<file path="config.mk">
export PLATFORM = sky130hd
export DESIGN_NAME = uart_report_sched
export DESIGN_NICKNAME = d
export VERILOG_FILES = /design/src/rtl/uart_report_sched.sv
export SDC_FILE = /design/constraint.sdc
export NUM_CORES = 1
export LEC_CHECK = 0
export CORE_MARGIN = 1
export CORE_UTILIZATION = 30
export CTS_CLUSTER_SIZE = 12
export DETAILED_ROUTE_END_ITERATION = 8
export PLACE_DENSITY = 0.58
export SLEW_MARGIN = 20
export SYNTH_ARGS = -nofsm -noshare
export SYNTH_HDL_FRONTEND = slang
export SYNTH_SLANG_ARGS = --single-unit
</file>
<file path="constraint.sdc">
create_clock -name clk_in -period 6.4 [get_ports clk_in]
set_input_delay 0.96 -clock clk_in [delete_from_list [all_inputs] [get_ports clk_in]]
set_output_delay 0.96 -clock clk_in [all_outputs]
set_load 0.03 [all_outputs]
</file>
<file path="src/rtl/uart_report_sched.sv">
// Periodic / on-demand temperature report scheduler feeding a byte-wide UART.
// A tick counter or a host request queues a report (or alarm) message; the
// FSM snapshots the BCD inputs and streams 12 ASCII bytes with valid/ready.
`timescale 1ns/1ps

module uart_report_sched #(
    parameter int unsigned REPORT_DIV   = 12_000_000,
    parameter int unsigned ALARM_THRESH = 35
) (
    input  logic       clk_in,
    input  logic       rst_in,
    input  logic [3:0] temp_hun,
    input  logic [3:0] temp_ten,
    input  logic [3:0] temp_unit,
    input  logic [3:0] time_hour_high,
    input  logic [3:0] time_hour_low,
    input  logic [3:0] time_min_high,
    input  logic [3:0] time_min_low,
    input  logic       cmd_req,
    input  logic       tx_ready,
    output logic       tx_valid,
    output logic [7:0] tx_data,
    output logic       busy,
    output logic       alarm_active
);

    localparam int unsigned CNT_W   = (REPORT_DIV > 1) ? $clog2(REPORT_DIV) : 1;
    localparam int unsigned IDX_W   = 4;
    localparam int unsigned MSG_LEN = 12;

    typedef enum logic [1:0] {
        IDLE = 2'd0,
        LOAD = 2'd1,
        SEND = 2'd2
    } state_t;

    state_t           state, state_next;
    logic [CNT_W-1:0] tick_cnt, tick_cnt_next;
    logic [IDX_W-1:0] idx, idx_next;
    logic [6:0][3:0]  snap, snap_next;
    logic             msg_alarm, msg_alarm_next;
    logic             alarm_pend, alarm_pend_next;
    logic             rep_pend, rep_pend_next;
    logic             cmd_d;
    logic             tx_valid_next;
    logic [7:0]       tx_data_next;
    logic             busy_next;
    logic             alarm_active_next;

    logic             tick;
    logic             cmd_rise;
    logic [7:0]       temp_val;
    logic             over_thresh;
    logic             clr_alarm, clr_rep;

    // ASCII for one BCD digit; non-decimal codes become '?'
    function automatic logic [7:0] digit_ascii(input logic [3:0] d);
        return (d > 4'd9) ? 8'h3F : (8'h30 + 8'(d));
    endfunction

    // Byte idx of the selected message; snapshot order is hun,ten,unit,hh,hl,mh,ml
    function automatic logic [7:0] msg_byte(input logic is_alarm,
                                            input logic [6:0][3:0] s,
                                            input logic [IDX_W-1:0] i);
        logic [7:0] b;
        b = 8'h0A;
        if (is_alarm) begin
            case (i)
                4'd0:    b = "T";
                4'd1:    b = "e";
                4'd2:    b = "m";
                4'd3:    b = "p";
                4'd4:    b = "A";
                4'd5:    b = "l";
                4'd6:    b = "a";
                4'd7:    b = "r";
                4'd8:    b = "m";
                4'd9:    b = "!";
                4'd10:   b = "!";
                default: b = 8'h0A;
            endcase
        end else begin
            case (i)
                4'd0:    b = digit_ascii(s[6]);
                4'd1:    b = digit_ascii(s[5]);
                4'd2:    b = ".";
                4'd3:    b = digit_ascii(s[4]);
                4'd4:    b = "C";
                4'd5:    b = " ";
                4'd6:    b = digit_ascii(s[3]);
                4'd7:    b = digit_ascii(s[2]);
                4'd8:    b = ":";
                4'd9:    b = digit_ascii(s[1]);
                4'd10:   b = digit_ascii(s[0]);
                default: b = 8'h0A;
            endcase
        end
        return b;
    endfunction

    // Report period strobe, request edge detect and alarm comparison
    assign tick        = (tick_cnt == CNT_W'(REPORT_DIV - 1));
    assign cmd_rise    = cmd_req & ~cmd_d;
    assign temp_val    = 8'(temp_hun) * 8'd10 + 8'(temp_ten);
    assign over_thresh = (temp_val >= 8'(ALARM_THRESH));

    // State and datapath registers
    always_ff @(posedge clk_in) begin
        if (rst_in) begin
            state        <= IDLE;
            tick_cnt     <= '0;
            idx          <= '0;
            snap         <= '0;
            msg_alarm    <= 1'b0;
            alarm_pend   <= 1'b0;
            rep_pend     <= 1'b0;
            cmd_d        <= 1'b0;
            tx_valid     <= 1'b0;
            tx_data      <= 8'h00;
            busy         <= 1'b0;
            alarm_active <= 1'b0;
        end else begin
            state        <= state_next;
            tick_cnt     <= tick_cnt_next;
            idx          <= idx_next;
            snap         <= snap_next;
            msg_alarm    <= msg_alarm_next;
            alarm_pend   <= alarm_pend_next;
            rep_pend     <= rep_pend_next;
            cmd_d        <= cmd_req;
            tx_valid     <= tx_valid_next;
            tx_data      <= tx_data_next;
            busy         <= busy_next;
            alarm_active <= alarm_active_next;
        end
    end

    // Next-state, pend-flag bookkeeping and next output byte
    always_comb begin
        state_next        = state;
        tick_cnt_next     = tick ? '0 : tick_cnt + CNT_W'(1);
        idx_next          = idx;
        snap_next         = snap;
        msg_alarm_next    = msg_alarm;
        tx_valid_next     = tx_valid;
        alarm_active_next = tick ? over_thresh : alarm_active;
        clr_alarm         = 1'b0;
        clr_rep           = 1'b0;

        unique case (state)
            IDLE: begin
                tx_valid_next = 1'b0;
                if (alarm_pend || rep_pend) begin
                    state_next = LOAD;
                end
            end
            LOAD: begin
                snap_next      = {temp_hun, temp_ten, temp_unit,
                                  time_hour_high, time_hour_low,
                                  time_min_high, time_min_low};
                msg_alarm_next = alarm_pend;
                clr_alarm      = alarm_pend;
                clr_rep        = ~alarm_pend;
                idx_next       = '0;
                tx_valid_next  = 1'b1;
                state_next     = SEND;
            end
            SEND: begin
                if (tx_ready) begin
                    if (idx == IDX_W'(MSG_LEN - 1)) begin
                        idx_next      = '0;
                        tx_valid_next = 1'b0;
                        state_next    = IDLE;
                    end else begin
                        idx_next = idx + IDX_W'(1);
                    end
                end
            end
            default: begin
                tx_valid_next = 1'b0;
                state_next    = IDLE;
            end
        endcase

        // A set arriving in the same cycle as the LOAD clear survives
        alarm_pend_next = (alarm_pend & ~clr_alarm) | (tick & over_thresh);
        rep_pend_next   = (rep_pend & ~clr_rep) | (tick & ~over_thresh) | cmd_rise;

        tx_data_next = tx_valid_next ? msg_byte(msg_alarm_next, snap_next, idx_next) : tx_data;
        busy_next    = (state_next != IDLE);
    end

endmodule
</file>
Word level (Yosys, flattened, before mapping)
Memories as Yosys holds them, arrays and structs flattened.
Cells that the tools add are included.
Widths: inputs -> output; s select.
- logic and storage cells: 93
- output and inout port bits: 11
- memories kept: 1
- ROM bits: 112
- flip-flop bits (word level): 73
- reduce and logical (&&, ||, !) cells: 5
- equal/unequal tests: 14
- multipliers: 1
- $add $sub $neg: 10
- muxes and demuxes: 23
- bitwise gates (word level): 13
- magnitude comparators: 8
- memories (memory ; depth ; width ; read ports ; clocked after Yosys merged registers in ; write ports ; line ; RTL):
    (no name shown) ; 16 ; 7 ; 1 ; 0 ; 0 ; 68 ; case (i)
- operators with widths (operator ; number):
    $pmux 7 s11 ; 1
    $add 6x4->7 const A ; 7
    $mux 7 ; 7
    $gt 4x4->1 const B ; 7
    $mux 28 ; 1
    $add 24x1->24 const B ; 1
    $eq 24x24->1 const B ; 1
    $eq 4x3->1 const B ; 4
    $eq 4x4->1 const B ; 4
    $add 8x4->8 ; 1
    $eq 4x2->1 const B ; 2
    $ge 8x6->1 const B ; 1
    $mux 4 ; 2
    $mux 8 ; 1
    $pmux 4 s2 ; 1
    $mul 4x3->7 const B ; 1
    $mux 2 ; 3
    $pmux 2 s3 ; 1
    $and 1x1->1 ; 5
    $mux 1 ; 5
    $not 1->1 ; 5
    $add 4x1->4 const B ; 1
    $eq 4x1->1 const B ; 1
    $logic_not 4->1 ; 1
    8 further kinds ; 10

Longest topological paths before layout
Gate-level depths: netlist of the first run.
- word-level depth: 7
- gate-level depth with buffers: 15
- depth with buffers taken out: 13

Least setup slack after synthesis of the first run
OpenSTA, ideal clock, no wires.
- path type: in2reg
- from: in temp_hun[0]
- to: reg alarm_active
- library setup time: 0.116 ns
- path slack: 3.313 ns
- cell stages on the path: 8
- arrival: 2.971 ns
- path through: ha_1 -> fa_1 -> a21oi_1 -> xnor2_1 -> nand2b_1 -> mux4_2 -> or3_1 -> o211a_1
- longest elaborated chain between the ends: 3
- RTL lines (what ; line ; RTL):
    start, declared ; 12 ; input logic [3:0] temp_hun,
    $mul 4x3->7 ; 104 ; assign temp_val = 8'(temp_hun) * 8'd10 + 8'(temp_ten);
    $add 8x4->8 ; 104 ;
    $ge 8x6->1 ; 105 ; assign over_thresh = (temp_val >= 8'(ALARM_THRESH));
    end signal, assigned ; 134 ; alarm_active <= alarm_active_next;
    end, declared ; 24 ; output logic alarm_active
Every way passes these cells.
A chain may end at the register's enable or synchronous reset.

Worst setup path in the final report of the first run
- from: in tx_ready
- to: reg tx_data[2]
- longest elaborated chain between the ends: 5
- elaborated cells on any way between the ends: 18
- RTL lines (what ; line ; RTL):
    start, declared ; 20 ; input logic tx_ready,
    $mux 4 (*) ; 169 ; if (tx_ready) begin
    $pmux 4 s2 (*) ; 150 ; unique case (state)
    via idx_next[0] ; 39 ; logic [IDX_W-1:0] idx, idx_next;
    $eq 4x4->1 (tied with other cells) ; 83 ; case (i)
    $pmux 7 s11 ; 83 ;
    $mux 8 (*) ; 67 ; if (is_alarm) begin
    end signal, assigned ; 132 ; tx_data <= tx_data_next;
    end, declared ; 22 ; output logic [7:0] tx_data,
The timed path passes the listed nets; every way through them passes the cells marked *.

==> results of run 1 <==
## worst max path at each step
stage	end	slack, ns	depth (start not counted)
finish	tx_data[2]	2.33	10
global placement	tx_data[2]	2.10	10
CTS	tx_data[2]	2.36	10
global route	tx_data[2]	2.17	10
detailed placement	tx_data[2]	1.99	10
floorplan	alarm_active	3.31	8
## cells in the mapped netlist, drive strengths merged (5+ instances only)
cell type / n
dfxtp: 72
nor2: 76
clkbuf: 7
a22oi: 6
a211oi: 18
nand3: 19
and2: 7
mux2: 5
and3: 11
inv: 16
ha: 18
nand4: 6
xnor2: 12
buf: 22
nand2b: 5
mux2i: 24
xor2: 15
o21ai: 22
nand2: 37
nor4: 5
a21oi: 27
nor3: 12
## metrics by stage
| stage | utilization (%) | power (mW) | hold slack, ns | setup slack [ns] |
|---|---|---|---|---|
| after global routing | 36.05 | 1.249 | 0.5109 | 2.174 |
| after CTS | 36.05 | 1.204 | 0.4810 | 2.363 |
| final | 36.05 | 1.192 | 0.4820 | 2.329 |
| after detailed placement | 34.07 | 0.7118 | 0.4591 | 1.989 |
| after global placement | 34.07 | 0.7094 | 0.4520 | 2.100 |
| after floorplan | - | 0.6446 | 0.4378 | 3.313 |
## worst max-delay path, stage by stage
cell,delay (ns)
clkdlybuf4s50_1,0.68
o21ai_0,0.16
a22oi_1,0.51
inv_1,0.16
ha_1,0.37
inv_1,0.21
o32a_1,0.22
a21boi_0,0.11
a2111oi_0,0.73
o41ai_1,0.15
## layout make-up
| type | count | area, um^2 | share of cell area [%] |
|---|---|---|---|
| Inverter | 16 | 60.06 | 1.151 |
| Timing Repair Buffer | 44 | 432.9 | 8.293 |
| Multi-Input combinational cell | 410 | 2769 | 53.04 |
| Clock inverter | 7 | 61.31 | 1.174 |
| Clock buffer | 9 | 225.2 | 4.314 |
| Tap cell | 184 | 230.2 | 4.410 |
| Sequential cell | 72 | 1441 | 27.61 |
## kinds of logic after synthesis
logic type	share of synthesized area [%]
adders and majority gates	6.208
and+or+nand+nor	21.75
muxes	7.195
other	0.08457
buffers and inverters	5.107
DFF	32.51
AOI/OAI and AO/OA	21.81
xor gates and xnor gates	5.333
## power groups by stage
stage / clock network (mW) / logic (mW) / registers, mW
global route: 0.519 / 0.245 / 0.485
global placement: 0 / 0.218 / 0.492
finish: 0.490 / 0.220 / 0.483
detailed placement: 0 / 0.219 / 0.493
floorplan: 0 / 0.150 / 0.495
CTS: 0.501 / 0.220 / 0.482
## routing by layer
metal	routed length [um]	track usage [%]	vias up	share of wire, %
li1	-	-	1980	-
met1	5993	22.90	1837	51
met2	5149	25.35	93	44
met3	456	2.060	12	3.9
met4	196	5.648	0	1.7
met5	0	0	-	0
## state kept, by name, summed over array words and instances (netlist names)
signal        flops
state             2
cmd_d             1
idx               4
snap             28
alarm_pend        1
rep_pend          1
busy              1
tick_cnt         24
msg_alarm         1
tx_valid          1
tx_data           7
alarm_active      1
==> results.cfg, run 1 <==
[placement]
routabilityCongestion = 0.8911
placed_area_um2 = 4933
io_buffers = 41
dp_cells = 726
dp_hpwl_mm = 8.718

[global_route]
grt_pass1_wl_mm = 19.17
antenna_found_initial = 0
grt_pass1_vias = 3730
grt_usage_pct = 16.23
grt_start_max_net_pins = 44
grt.overflow.total = 0

[pwr]
comb_power_share_pct = 18.4
p_sw_share_pct = 30.14
p_seq_share_pct = 40.5
intPower_mw = 0.8326
p_leak_nw = 1.865
vdd_drop_max_mv = 0.1363
net-switching-power_mw = 0.3592
clock_power_share_pct = 41.1
power_density_nw_per_um2 = 228.3

[setup_path]
required_ns = 6.60
endpoint_kind = register
reg2reg_to = tx_data[2]
startpoint_type = input pin
rrSetupSlack_ns = 2.50
path_class = input pin to register
r2r_start = state[0]
worstSetupStartpoint = tx_ready
rr_worst_depth = 11
worstPathMaxFanout = 11
crit_arrival_ns = 4.27

[sta]
tns_ns = 0
drv_slew = 0
finClkSkew_ns = 0.008683
tightest_slew_ns = 0.7849
hold_violations = 0
post-route-period-util_pct = 63.60
rsz0062_at_grt = false
clock.fmax_mhz = 245.7
relSlewSlack_pct = 46.32
layout_min_cycle_time_ns = 4.071
finalSetupViolCount = 0

[cts]
insertion_delay_ns = 0.34
cts_inserted_buffers = 9
clkSinkCount = 72
cts_buffer_depth = 2
cts-resized-gates = 0
htreeDepth = 3
clkTransAtPathRegs_ns = 0.06
cts_tree = done
clockRootBuffer = clkbuf_16
cts_setup_buffers = 0
ctsHoldBuffers = 0

[routing]
num_vias = 3922
avgRoutedWirePerCell_um = 15.90
vias_per_cell = 5.286
wirelength_mm = 11.80
ant_nets = 0
dr.pass1.iters = 4
drc = 0
first_iter_violations = 252

[synthesis]
synth_edf_count = 0
syn_area_per_cell_um2 = 8.414
yosysWarnings = 0
yosysTopAreaCell = dfxtp_1
synth_cells = 527
synth_seq_cells = 72
synth_area_leaders = dfxtp_1 33%, nor2_1 6.4%, mux2i_1 5.4%
synth-async-reset-ratio_pct = 0
synth_cell_types = 74
synth_nets = 579
synth_seq_area_share_pct = 32.51
synth_area_um2 = 4434
synth_top_area_share_pct = 32.51
synth_ff_type = dfxtp_1

[worst_hold_path]
hold-path-endpoint = tick_cnt[0]
hold_path_class = register to register
min_path_cells = 1
hold_start = tick_cnt[0]

[cells_and_area]
final_area_um2 = 5220
layout_commonest_cell = nor2_1
num_antenna_cells = 0
syn2layout_area_growth_pct = 17.72
mostFrequentLayoutCells = 76 x nor2_1, 72 x dfxtp_1, 41 x clkdlybuf4s50_1, 37 x nand2_1, 27 x a21oi_1
final.fill_count = 1466
final_cells = 742
drive_above_1_share_pct = 6.631
final_nets = 605

[floorplan]
initial_core_util_pct = 30.63
core_um2 = 14480
rows = 44
die-area_um2 = 15270
die_h_um = 123.6
die_w_um = 123.6
ioPinCount = 43

[run]
maxCapViolations = 0

[outcome]
status = finished clean
No activity file was read; power rests on OpenSTA's default activity.
==> run 2, diff against run 1 <==
--- a/config.mk
+++ b/config.mk
@@ -9,7 +9,7 @@
 export CORE_UTILIZATION = 30
 export CTS_CLUSTER_SIZE = 12
 export DETAILED_ROUTE_END_ITERATION = 8
-export PLACE_DENSITY = 0.58
+export PLACE_DENSITY = 0.6
 export SLEW_MARGIN = 20
 export SYNTH_ARGS = -nofsm -noshare
 export SYNTH_HDL_FRONTEND = slang
==> constraint.sdc (replaced) <==
create_clock -name clk_in -period 3.64 [get_ports clk_in]
set_input_delay 0.546 -clock clk_in [delete_from_list [all_inputs] [get_ports clk_in]]
set_output_delay 0.546 -clock clk_in [all_outputs]
set_load 0.03 [all_outputs]
==> results.cfg, run 2 (synthesis gave the netlist of run 1 again) <==
[outcome]
status = finished clean

[worst_hold_path]
hold_path_class = register to register

[run]
maxCapViolations = 0

[cts]
cts_buffer_depth = 2
cts_inserted_buffers = 9
ctsHoldBuffers = 0
clockRootBuffer = clkbuf_16
htreeDepth = 3
clkSinkCount = 72
clkTransAtPathRegs_ns = 0.06
cts_tree = done
cts-resized-gates = 0
cts_setup_buffers = 0
insertion_delay_ns = 0.34

[cells_and_area]
reg_top3 = snap x28, tick_cnt x24, tx_data x7
syn2layout_area_growth_pct = 19.70
final_cells = 754
mostFrequentLayoutCells = 76 x nor2_1, 72 x dfxtp_1, 41 x clkdlybuf4s50_1, 37 x nand2_1, 27 x a21oi_1
num_antenna_cells = 0
largest_reg_flops = 28
layout_commonest_cell = nor2_1
final_area_um2 = 5308
drive_above_1_share_pct = 8.596
top_register = snap
final_nets = 617
final_util_pct = 36.66

[floorplan]
ioPinCount = 43
initial_core_util_pct = 30.63
rows = 44
die_w_um = 123.6
die_h_um = 123.6
core_um2 = 14480
die-area_um2 = 15270

[sta]
tns_ns = 0
finalSetupViolCount = 0
setup_ws_ns = 0.5392
drv_slew = 0
post-route-period-util_pct = 85.19
layout_min_cycle_time_ns = 3.101
finClkSkew_ns = 0.007501
hold_violations = 0
tightest_slew_ns = 0.8017
clock.fmax_mhz = 322.5
hold_ws_ns = 0.4755
rsz0062_at_grt = false
relSlewSlack_pct = 45.80

[pwr]
intPower_mw = 1.459
clock_power_share_pct = 39.2
net-switching-power_mw = 0.5971
comb_power_share_pct = 19.5
vdd_drop_max_mv = 0.1847
power_density_nw_per_um2 = 387.4
p_seq_share_pct = 41.3
totalPowerFinal_mw = 2.056
p_leak_nw = 1.918
p_sw_share_pct = 29.04

[setup_path]
crit_path_frequent_cell = a2111oi_0
max_stage_delay_ns = 0.70
startpoint_type = input pin
required_ns = 3.84
path_class = input pin to register
crit_arrival_ns = 3.30
endpoint_kind = register
critical_path_buf_inv_count = 3
crit_family = compound AO/OA/AOI/OAI gates
worstPathCellList = clkdlybuf4s50_1, nand2_1, a311oi_1, a22oi_1, inv_1, ha_1, nand3_1, o2bb2ai_1, a2111oi_0, buf_4, a2111oi_0
worstPathMaxFanout = 11
worst_path_max_delay_cell = clkdlybuf4s50_1

[routing]
wirelength_mm = 11.82
avgRoutedWirePerCell_um = 15.67
ant_nets = 0
vias_per_cell = 5.415
first_iter_violations = 322
dr.pass1.iters = 5
num_vias = 4083
drc = 0

[placement]
routabilityCongestion = 0.9089
io_buffers = 41
placed_area_um2 = 5036
place_ws_ns = 0.2283
dp_cells = 738
dp_hpwl_mm = 8.841

[global_route]
antenna_found_initial = 0
grt_pass1_vias = 3789
grt_usage_pct = 16.03
grt.overflow.total = 0
grt_start_max_net_pins = 67
grt_pass1_wl_mm = 18.99
[run 2: power by group through the flow]
stage	logic [mW]	registers, mW	clock network (mW)
after floorplan	0.263	0.870	0
after global placement	0.391	0.865	0
after detailed placement	0.397	0.866	0
after CTS	0.399	0.849	0.819
after global routing	0.438	0.853	0.857
final	0.400	0.850	0.807
[run 2: final timing paths]
check | startpoint | end | slack, ns | depth (start not counted)
setup / recovery | tx_ready | tx_data[0] | 0.54 | 11
hold / removal | tick_cnt[0] | tick_cnt[0] | 0.48 | 1
setup reg to reg | state[1] | tx_data[0] | 0.57 | 12
hold reg to reg | tick_cnt[0] | tick_cnt[0] | 0.48 | 1
[run 2: routing by layer]
metal	wire length [um]	global-route usage, %
met3	773	3.068
met2	5214	24.37
met1	5568	22.12
met4	259	6.627
met5	0	0
[run 2: worst reg2reg max path, cell delays in order, from the launching register on]
cell and delay [ns]:
dfxtp_1 0.37, inv_1 0.09, ha_1 0.43, nand2_1 0.08, a311oi_1 0.22, a22oi_1 0.15, inv_1 0.13, ha_1 0.34
nand3_1 0.19, o2bb2ai_1 0.21, a2111oi_0 0.12, buf_4 0.15, a2111oi_0 0.44
[run 2: layout make-up]
class / count / area, um^2
inverter: 16 / 60.06
timing repair buffer: 56 / 535.5
multi-input combinational: 410 / 2769
fill: 1468 / 9171
clock inverter: 7 / 46.29
tap: 184 / 230.2
clock buffer: 9 / 225.2
sequential: 72 / 1441
